`config.mk`:
```
export PLATFORM = sky130hd
export DESIGN_NAME = gpio_event_capture_flat
export DESIGN_NICKNAME = d
export VERILOG_FILES = /design/src/rtl/gpio_event_capture_if.sv /design/src/rtl/gpio_event_capture.sv /design/src/flat_wrapper.sv
export SDC_FILE = /design/constraint.sdc
export NUM_CORES = 1
export LEC_CHECK = 0
export ABC_CLOCK_PERIOD_IN_PS = 15000
export BUFFER_PORTS_ARGS = -buffer_cell sky130_fd_sc_hd__buf_2
export CORE_ASPECT_RATIO = 0.7
export CORE_MARGIN = 2
export CORE_UTILIZATION = 52
export CTS_CLUSTER_DIAMETER = 80
export DETAILED_ROUTE_END_ITERATION = 8
export PLACE_DENSITY_LB_ADDON = 0.3
export SLEW_MARGIN = 20
export SYNTH_ARGS = -nofsm -noshare
export SYNTH_HDL_FRONTEND = slang
export SYNTH_SLANG_ARGS = --single-unit
```
`constraint.sdc`:
```
create_clock -name clk_i -period 15 [get_ports clk_i]
set_clock_uncertainty 0.2 [all_clocks]
set_input_delay 2.25 -clock clk_i [delete_from_list [all_inputs] [get_ports clk_i]]
set_output_delay 2.25 -clock clk_i [all_outputs]
set_load 0.005 [all_outputs]
```
`src/rtl/gpio_event_capture_if.sv`:
```
// gpio_event_capture_if: input bus, event stream and status bundle of the event capture block
interface gpio_event_capture_if #(
  parameter int Width = 32,
  parameter int Depth = 8,
  parameter int TsW   = 16
);
  localparam int LW = $clog2(Depth) + 1;
  logic [Width-1:0] data_in;
  logic [Width-1:0] cap_en;
  logic             ovf_clr;
  logic             evt_valid;
  logic             evt_ready;
  logic [TsW-1:0]   evt_ts;
  logic [Width-1:0] evt_mask;
  logic [Width-1:0] evt_level;
  logic [LW-1:0]    level;
  logic             ovf;
  logic [7:0]       drop_cnt;
  modport master (
    input  data_in, cap_en, ovf_clr, evt_ready,
    output evt_valid, evt_ts, evt_mask, evt_level, level, ovf, drop_cnt
  );
  modport slave (
    output data_in, cap_en, ovf_clr, evt_ready,
    input  evt_valid, evt_ts, evt_mask, evt_level, level, ovf, drop_cnt
  );
endinterface

```
`src/rtl/gpio_event_capture.sv`:
```
// gpio_event_capture: timestamps per-pin input transitions into a FIFO with overflow tracking
module gpio_event_capture #(
  parameter int Width = 32,
  parameter int Depth = 8,
  parameter int TsW   = 16
) (
  input logic clk_i,
  input logic rst_ni,
  gpio_event_capture_if.master bus
);
  localparam int AW = $clog2(Depth);
  localparam int LW = AW + 1;
  logic [TsW-1:0]   ts;
  logic [Width-1:0] prev, chg;
  logic             primed;
  logic [TsW-1:0]   mem_ts   [Depth];
  logic [Width-1:0] mem_mask [Depth];
  logic [Width-1:0] mem_lvl  [Depth];
  logic [AW-1:0]    wp, rp;
  logic [LW-1:0]    cnt;
  logic             ovf;
  logic [7:0]       drop_cnt;
  logic             full, pop, push, drop;
  always_comb begin
    chg  = primed ? (bus.data_in ^ prev) & bus.cap_en : '0;
    full = cnt == LW'(Depth);
    pop  = (cnt != '0) & bus.evt_ready;
    push = (|chg) & (!full | pop);
    drop = (|chg) & full & !pop;
  end
  // storage needs no reset: pointers and count define which entries are live
  always_ff @(posedge clk_i) begin
    if (push) begin
      mem_ts[wp]   <= ts;
      mem_mask[wp] <= chg;
      mem_lvl[wp]  <= bus.data_in;
    end
  end
  always_ff @(posedge clk_i) begin
    if (!rst_ni) begin
      ts       <= '0;
      prev     <= '0;
      primed   <= 1'b0;
      wp       <= '0;
      rp       <= '0;
      cnt      <= '0;
      ovf      <= 1'b0;
      drop_cnt <= '0;
    end else begin
      ts       <= ts + TsW'(1);
      prev     <= bus.data_in;
      primed   <= 1'b1;
      wp       <= push ? wp + AW'(1) : wp;
      rp       <= pop ? rp + AW'(1) : rp;
      cnt      <= cnt + LW'(push) - LW'(pop);
      ovf      <= bus.ovf_clr ? 1'b0 : ovf | drop;
      drop_cnt <= bus.ovf_clr ? 8'd0 : (drop && drop_cnt != 8'hFF) ? drop_cnt + 8'd1 : drop_cnt;
    end
  end
  assign bus.evt_valid = cnt != '0;
  assign bus.evt_ts    = mem_ts[rp];
  assign bus.evt_mask  = mem_mask[rp];
  assign bus.evt_level = mem_lvl[rp];
  assign bus.level     = cnt;
  assign bus.ovf       = ovf;
  assign bus.drop_cnt  = drop_cnt;
endmodule

```
`src/flat_wrapper.sv`:
```
// flat-port wrapper written by rule: the top's interface ports become plain ports
module gpio_event_capture_flat 
#(
  parameter int Width = 32,
  parameter int Depth = 8,
  parameter int TsW   = 16
)
  (clk_i, rst_ni, bus_data_in, bus_cap_en, bus_ovf_clr, bus_evt_ready, bus_evt_valid, bus_evt_ts, bus_evt_mask, bus_evt_level, bus_level, bus_ovf, bus_drop_cnt);
  gpio_event_capture_if #(.Width(Width), .Depth(Depth), .TsW(TsW)) bus_i ();
  input logic clk_i;
  input logic rst_ni;
  input wire logic [$bits(bus_i.data_in)-1:0] bus_data_in;
  input wire logic [$bits(bus_i.cap_en)-1:0] bus_cap_en;
  input wire logic [$bits(bus_i.ovf_clr)-1:0] bus_ovf_clr;
  input wire logic [$bits(bus_i.evt_ready)-1:0] bus_evt_ready;
  output wire logic [$bits(bus_i.evt_valid)-1:0] bus_evt_valid;
  output wire logic [$bits(bus_i.evt_ts)-1:0] bus_evt_ts;
  output wire logic [$bits(bus_i.evt_mask)-1:0] bus_evt_mask;
  output wire logic [$bits(bus_i.evt_level)-1:0] bus_evt_level;
  output wire logic [$bits(bus_i.level)-1:0] bus_level;
  output wire logic [$bits(bus_i.ovf)-1:0] bus_ovf;
  output wire logic [$bits(bus_i.drop_cnt)-1:0] bus_drop_cnt;
  assign bus_i.data_in = bus_data_in;
  assign bus_i.cap_en = bus_cap_en;
  assign bus_i.ovf_clr = bus_ovf_clr;
  assign bus_i.evt_ready = bus_evt_ready;
  assign bus_evt_valid = bus_i.evt_valid;
  assign bus_evt_ts = bus_i.evt_ts;
  assign bus_evt_mask = bus_i.evt_mask;
  assign bus_evt_level = bus_i.evt_level;
  assign bus_level = bus_i.level;
  assign bus_ovf = bus_i.ovf;
  assign bus_drop_cnt = bus_i.drop_cnt;
  gpio_event_capture #(.Width(Width), .Depth(Depth), .TsW(TsW)) u_core (.clk_i(clk_i), .rst_ni(rst_ni), .bus(bus_i));
endmodule
```
==> summary.md, run 1 <==
| Metric | Value |
|---|---|
| Gate Count Post-Synth | `1304` |
| Initial antenna violation count | `8` |
| Core Area | `52200 sq um` |
| Crit-path max cell delay | `0.84 ns` |
| Most frequent CP cell | `buf_4` |
| Ratio of cells with drive above 1 in the final layout | `34.5%` |
| Post-DP HPWL | `34100 microns` |
| FF+latch count, synth | `711` |
| Pleak | `10.4 nW` |
| Worst-Skew Late Latency | `0.60 ns` |
| Startpoint Class | `primary input` |
| Tot GR Track Use | `21.8%` |
| Reg power frac | `47.2%` |
| Worst-path cell chain | `buf_2, xor2_1, a32oi_1, and4_1, nand4_1, nand2_1, nor3_2, buf_4, buf_4` |
| Layout area overhead | `13.9%` |
| CTS max path bufs | `3` |
| Die H | `196 microns` |
| Port bufs | `161` |
| Required time worst endpoint | `15.01 ns` |
| CTS Hold Bufs | `0` |
| # Max-Cap Violations | `0` |
| Critical-path top delay cell | `nor3_2` |
| # rows | `70` |
| Post-synth ARST share | `0%` |
| Clock transition at path regs | `0.06 ns` |
| Syn nets | `1383` |
| Root Buffer | `clkbuf_16` |
| CTS sink cnt | `711` |
| Via count | `13401` |
| Crit-path leading delay family | `simple AND/OR/NAND/NOR gates` |
| Clock share of power | `30.2%` |
| Outcome | `complete, no violations` |
| Post_cts resized | `0` |
| Final Hold Fails | `0` |
| Overall power | `5.53 mW` |
| Post-CTS Setup Bufs | `0` |
| First-pass GRT wire length | `87200 microns` |
| Combinational fraction of design power | `22.7%` |
| DRC | `0` |
| Period utilisation layout | `43.6%` |
| Power density cells | `177 nW/um^2` |
| WHS | `0.278 ns` |
| Placer Congestion | `0.783` |
| Slew Limit Fails | `0` |
| Number of distinct library cells after synthesis | `49` |
| GRT Residual Overflow | `0` |
| Register area share after synthesis | `75.2%` |
| Routed vias/inst | `5.97` |
| Fin worst setup slack | `8.46 ns` |
| Max Fanout on Critical Path | `51` |
| # IOs | `162` |
| Die width | `279 microns` |
| NumNets Final | `1578` |
| Worst slew margin | `28.3%` |
| Max IR drop VDD | `0.109 mV` |
| Filler cell count | `3682` |
| RSZ-0062 raised after global routing | `no` |
| CP Capture Type | `register` |
| Pre-CTS setup slack | `7.91 ns` |
| Vias in the first global route | `13643` |
| CTS Buf Count | `69` |
| Worst-Margin Slew | `1.08 ns` |
| Final WL | `58900 microns` |
| P_sw | `1.46 mW` |
| Min cycle time layout | `6.54 ns` |
| Setup Crit Path Kind | `primary input to register` |
| Full die area | `54700 sq um` |
| Syn avg cell area | `21.0 sq um` |
| Largest net degree at the start of global routing | `75` |
| Power Internal | `4.07 mW` |
| Setup TNS | `0 ns` |
| WP data arrival | `6.54 ns` |
| CP bufs+invs | `3` |
| Sw frac | `26.4%` |
| Post-Syn Area | `27400 sq um` |
| Fmax | `153 MHz` |
| Worst hold path type | `register to register` |
| CTS H-Tree Depth | `3` |
| Post-synth EDFFs | `640` |
| Top FF cell, synth | `edfxtp_1` |
| Ys Warns | `0` |
| Final setup fails | `0` |
| Starting Density | `52.6%` |
| Final ANT Viol Nets | `0` |
| CTS tree | `yes` |
| Drt pass-1 iters | `7` |
| Detailed router's first-iteration violation count | `1295` |
| Routed len/inst | `26.2 microns` |
| Reg2Reg Setup Slack | `9.74 ns` |
Yosys cell counts, types with 3 or more instances:
cell | number | area share (%)
nand2_1 | 18 | 0.25
buf_2 | 19 | 0.35
and4_1 | 5 | 0.16
a32oi_1 | 16 | 0.51
and2_1 | 81 | 1.8
o21ai_0 | 4 | 0.073
clkbuf_1 | 34 | 0.47
a21boi_0 | 4 | 0.11
mux2_2 | 80 | 3.3
dfxtp_1 | 71 | 5.2
mux4_2 | 160 | 13
or3_1 | 3 | 0.068
nor2_1 | 13 | 0.18
mux2i_1 | 3 | 0.11
nand4_1 | 6 | 0.14
and3_1 | 19 | 0.43
a21oi_1 | 5 | 0.091
ha_1 | 10 | 0.46
xnor2_1 | 11 | 0.35
edfxtp_1 | 640 | 70
nor3_1 | 4 | 0.073
nand3_1 | 12 | 0.22
xor2_1 | 37 | 1.2
inv_1 | 12 | 0.16
nor2b_1 | 6 | 0.14
power groups by stage:
stage | clock network, mW | logic (mW) | registers (mW)
after detailed placement | 0 | 1.28 | 2.65
after global placement | 0 | 1.27 | 2.63
after floorplan | 0 | 0.837 | 2.63
after global routing | 1.77 | 1.35 | 2.64
final | 1.67 | 1.25 | 2.61
after CTS | 1.69 | 1.28 | 2.61
worst paths after layout:
path | startpoint | endpoint | cells past startpoint
worst max-delay path | bus_data_in[3] | u_core.mem_mask[7][4]$_DFFE_PP_ | 9
worst min-delay path | u_core.bus.ovf$_SDFF_PP0_ | u_core.bus.ovf$_SDFF_PP0_ | 1
worst max register to register | u_core.primed$_DFF_P_ | u_core.mem_mask[7][4]$_DFFE_PP_ | 8
worst min register to register | u_core.bus.ovf$_SDFF_PP0_ | u_core.bus.ovf$_SDFF_PP0_ | 1
layer usage:
| metal | GRT usage [%] | vias up | share of wire (%) |
|---|---|---|---|
| li1 | - | 5710 | - |
| met1 | 32.7 | 7079 | 45 |
| met2 | 32.8 | 512 | 46 |
| met3 | 5.18 | 92 | 7.3 |
| met4 | 5.38 | 8 | 1.9 |
| met5 | 0 | - | 0.088 |
registers in the layout, summed over array words and instances (netlist names), named ones only:
| register | flops |
|---|---|
| u_core.rp | 3 |
| u_core.primed | 1 |
| u_core.bus.level | 4 |
| u_core.wp | 3 |
| u_core.mem_mask | 256 |
| u_core.ts | 16 |
| u_core.mem_ts | 128 |
| u_core.bus.drop_cnt | 8 |
| u_core.prev | 32 |
| u_core.mem_lvl | 256 |
| u_core.bus.ovf | 1 |
metrics by stage:
| stage | cells | utilization, % | instance area (sq um) |
|---|---|---|---|
| after floorplan | 1304 | - | 27400 |
| after global placement | 2112 | 55.7 | 29100 |
| after detailed placement | 2112 | 55.7 | 29100 |
| after CTS | 2239 | 59.9 | 31200 |
| after global routing | 2242 | 59.9 | 31300 |
| final | 2244 | 59.9 | 31300 |
worst reg2reg max path: cells and delay by family (launching register included):
| kind | cells | cell delay, ns |
|---|---|---|
| simple gates | 5 | 2.28 |
| buf+inv | 2 | 1.30 |
| flops | 1 | 0.94 |
| compound gates | 1 | 0.13 |
placed cells by master (no fill, tap or decap), types with 10 or more instances in the layout:
cell / count
a32oi_1: 16
and2_1: 81
and3_1: 19
buf_2: 161
buf_4: 21
clkbuf_1: 27
clkbuf_16: 72
dfxtp_1: 67
edfxtp_1: 640
ha_1: 10
inv_1: 12
mux2_2: 80
mux4_2: 160
nand2_1: 18
nand3_1: 12
nor2_1: 12
xnor2_1: 11
xor2_1: 37
cells by family after synthesis:
| family | synth area share [%] |
|---|---|
| AO/OA/AOI/OAI | 1.09 |
| multiplexers | 16.5 |
| XOR/XNOR | 1.53 |
| buffers and inverters | 1.15 |
| AND/OR/NAND/NOR | 3.97 |
| flip-flops | 75.2 |
| adder cells (fa/ha/maj) | 0.529 |
cell type report:
cell class                 instances  area [sq um]  area share, %
clock inverter                    23           215          0.688
sequential                       711         20700           66.1
antenna                            5          12.5         0.0400
clock buffer                     104          1970           6.31
multi-input combinational        521          6530           20.9
inverter                          13          48.8          0.156
tap                              684           856           2.74
timing repair buffer             183           975           3.12
Power figures use the tool's default switching activity.
==> run 2: changes to the inputs <==
--- a/config.mk
+++ b/config.mk
@@ -5,7 +5,7 @@
 export SDC_FILE = /design/constraint.sdc
 export NUM_CORES = 1
 export LEC_CHECK = 0
-export ABC_CLOCK_PERIOD_IN_PS = 15000
+export ABC_CLOCK_PERIOD_IN_PS = 5810
 export BUFFER_PORTS_ARGS = -buffer_cell sky130_fd_sc_hd__buf_2
 export CORE_ASPECT_RATIO = 0.7
 export CORE_MARGIN = 2
==> constraint.sdc (replaced) <==
create_clock -name clk_i -period 5.81 [get_ports clk_i]
set_clock_uncertainty 0.2 [all_clocks]
set_input_delay 0.8715 -clock clk_i [delete_from_list [all_inputs] [get_ports clk_i]]
set_output_delay 0.8715 -clock clk_i [all_outputs]
set_load 0.005 [all_outputs]
==> run 2 against run 1 <==
Count of clock-buffer cells in the layout is 9 lower; setup slack worse by 6.9 ns; largest cell class unchanged; register-to-register slack worse by 8.1 ns; die area stayed put; sequential power grew to 2.6 times the previous value.
==> summary.md, run 2 (synthesis results as in run 1) <==
| Metric | Value |
|---|---|
| RSZ-0062 raised after global routing | `no` |
| Final setup fails | `0 (unchanged)` |
| Pleak | `10.5 nW (+0.28%)` |
| Root Buffer | `clkbuf_16` |
| Worst slew margin | `31.0% (+2.7 points)` |
| Full die area | `54700 sq um (unchanged)` |
| Largest regs | `u_core.mem_lvl: 256 flops, u_core.mem_mask: 256 flops, u_core.mem_ts: 128 flops` |
| GRT Residual Overflow | `0 (unchanged)` |
| Largest net degree at the start of global routing | `76 (+1.3%)` |
| # Max-Cap Violations | `0 (unchanged)` |
| CTS tree | `yes` |
| Worst hold path type | `register to register` |
| CP bufs+invs | `1 (-2)` |
| CP Capture Type | `register` |
| Fmax | `238 MHz` |
| Post_cts resized | `0 (unchanged)` |
| Setup Crit Path Kind | `register to register` |
| Slew Limit Fails | `0 (unchanged)` |
| Via count | `13255 (-1.1%)` |
| Pre-CTS setup slack | `1.24 ns (-6.67 ns)` |
| Final ANT Viol Nets | `0 (unchanged)` |
| Tot GR Track Use | `21.6% (-0.20 points)` |
| Initial antenna violation count | `11 (+3)` |
| Multi-input gate area | `6560 sq um (+0.36%)` |
| Outcome | `complete, no violations` |
| First-pass GRT wire length | `86100 microns (-1.3%)` |
| Routed len/inst | `25.9 microns (-1.1%)` |
| Port bufs | `161 (unchanged)` |
| Max Fanout on Critical Path | `48 (-5.9%)` |
| CTS Buf Count | `68 (-1.4%)` |
| Worst-Margin Slew | `1.03 ns (-0.0403 ns)` |
| Drt pass-1 iters | `5 (-2)` |
| Startpoint Class | `register` |
| Reg area | `20700 sq um (unchanged)` |
| Max IR drop VDD | `0.299 mV (+170%)` |
| Power density cells | `454 nW/um^2 (+160%)` |
| Worst-Skew Late Latency | `0.59 ns (about the same)` |
| Critical-path top delay cell | `dfxtp_2` |
| Die H | `196 microns (unchanged)` |
| Clock transition at path regs | `0.06 ns (about the same)` |
| # rows | `70 (unchanged)` |
| CTS H-Tree Depth | `3 (unchanged)` |
| Crit-path max cell delay | `0.88 ns (+0.04 ns)` |
| Fin worst setup slack | `1.60 ns (-6.86 ns)` |
| Starting Density | `52.6% (unchanged)` |
| Routed vias/inst | `5.90 (-1.1%)` |
| WP data arrival | `4.26 ns (-2.28 ns)` |
| Placer Congestion | `0.768 (-1.9%)` |
| Worst-path cell chain | `a32oi_1, and4_1, nand4_1, nand3_2, nor3b_4, buf_4` |
| Period utilisation layout | `72.4%` |
| CTS sink cnt | `711 (unchanged)` |
| Post-CTS Setup Bufs | `0 (unchanged)` |
| Vias in the first global route | `13473 (-1.2%)` |
| Min cycle time layout | `4.21 ns` |
| Final WL | `58200 microns (-1.1%)` |
| Detailed router's first-iteration violation count | `1180 (-8.9%)` |
| # IOs | `162 (unchanged)` |
| CTS max path bufs | `3 (unchanged)` |
| Most frequent cells in the layout | `edfxtp_1, buf_2, mux4_2` |
| Final Hold Fails | `0 (unchanged)` |
| Required time worst endpoint | `5.86 ns (-9.15 ns)` |
| DRC | `0 (unchanged)` |
| Most common cell after layout, fill and taps aside | `edfxtp_1` |
| Die width | `279 microns (unchanged)` |
| NumNets Final | `1581 (+0.19%)` |
| Post-DP HPWL | `34100 microns (about the same)` |
| Ratio of cells with drive above 1 in the final layout | `34.6% (about the same)` |
| Crit-path leading delay family | `simple AND/OR/NAND/NOR gates` |
| CTS Hold Bufs | `0 (unchanged)` |
| Filler cell count | `3682 (unchanged)` |
| Layout area overhead | `14.3%` |
| Setup TNS | `0 ns (unchanged)` |
| Core Area | `52200 sq um (unchanged)` |
[run 2: final timing paths]
check / startpoint / endpoint / slack (ns) / cells after the start
worst max-delay path: u_core.primed$_DFF_P_ / u_core.mem_ts[2][2]$_DFFE_PP_ / 1.60 / 6
worst min-delay path: u_core.bus.ovf$_SDFF_PP0_ / u_core.bus.ovf$_SDFF_PP0_ / 0.27 / 1
worst max register to register: u_core.primed$_DFF_P_ / u_core.mem_ts[2][2]$_DFFE_PP_ / 1.60 / 6
worst min register to register: u_core.bus.ovf$_SDFF_PP0_ / u_core.bus.ovf$_SDFF_PP0_ / 0.27 / 1
[run 2: report_power, final]
| part | internal (mW) | total (mW) | switching, mW |
|---|---|---|---|
| Clock | 2.40 | 4.19 | 1.78 |
| Sequential | 6.43 | 6.73 | 0.299 |
| Combinational | 1.63 | 3.32 | 1.68 |
| Total | 10.5 | 14.2 | 3.76 |
[run 2: layout make-up]
type | count | area share, %
Antenna cell | 7 | 0.0558
Timing Repair Buffer | 187 | 3.67
Sequential cell | 711 | 65.8
Tap cell | 684 | 2.73
Multi-Input combinational cell | 521 | 20.9
Inverter | 13 | 0.155
Clock buffer | 95 | 6.01
Clock inverter | 27 | 0.690
[run 2: worst register-to-register path, stage by stage (launching register included)]
cell     delay [ns]
dfxtp_2        0.88
a32oi_1        0.43
and4_1         0.30
nand4_1        0.50
nand3_2        0.32
nor3b_4        0.78
buf_4          0.45
[run 2: metrics by stage]
step           hold WS [ns]  instances  area (sq um)  utilization (%)  power [mW]
5_1_grt               0.291       2240         31400             60.1        14.8
6_report              0.273       2245         31400             60.1        14.2
3_3_place_gp          0.248       2116         29300             56.1        10.1
4_1_cts               0.273       2238         31400             60.1        14.4
2_1_floorplan         0.265       1304         27500                -        8.93
3_5_place_dp          0.250       2116         29300             56.1        10.2
[run 2: metal layers]
metal	vias to the layer above	GRT usage, %	share of wire, %
met1	7011	32.6	45
met2	433	32.1	46
met5	-	0	0.017
li1	5732	-	-
met3	77	5.38	7.3
met4	2	5.26	1.7
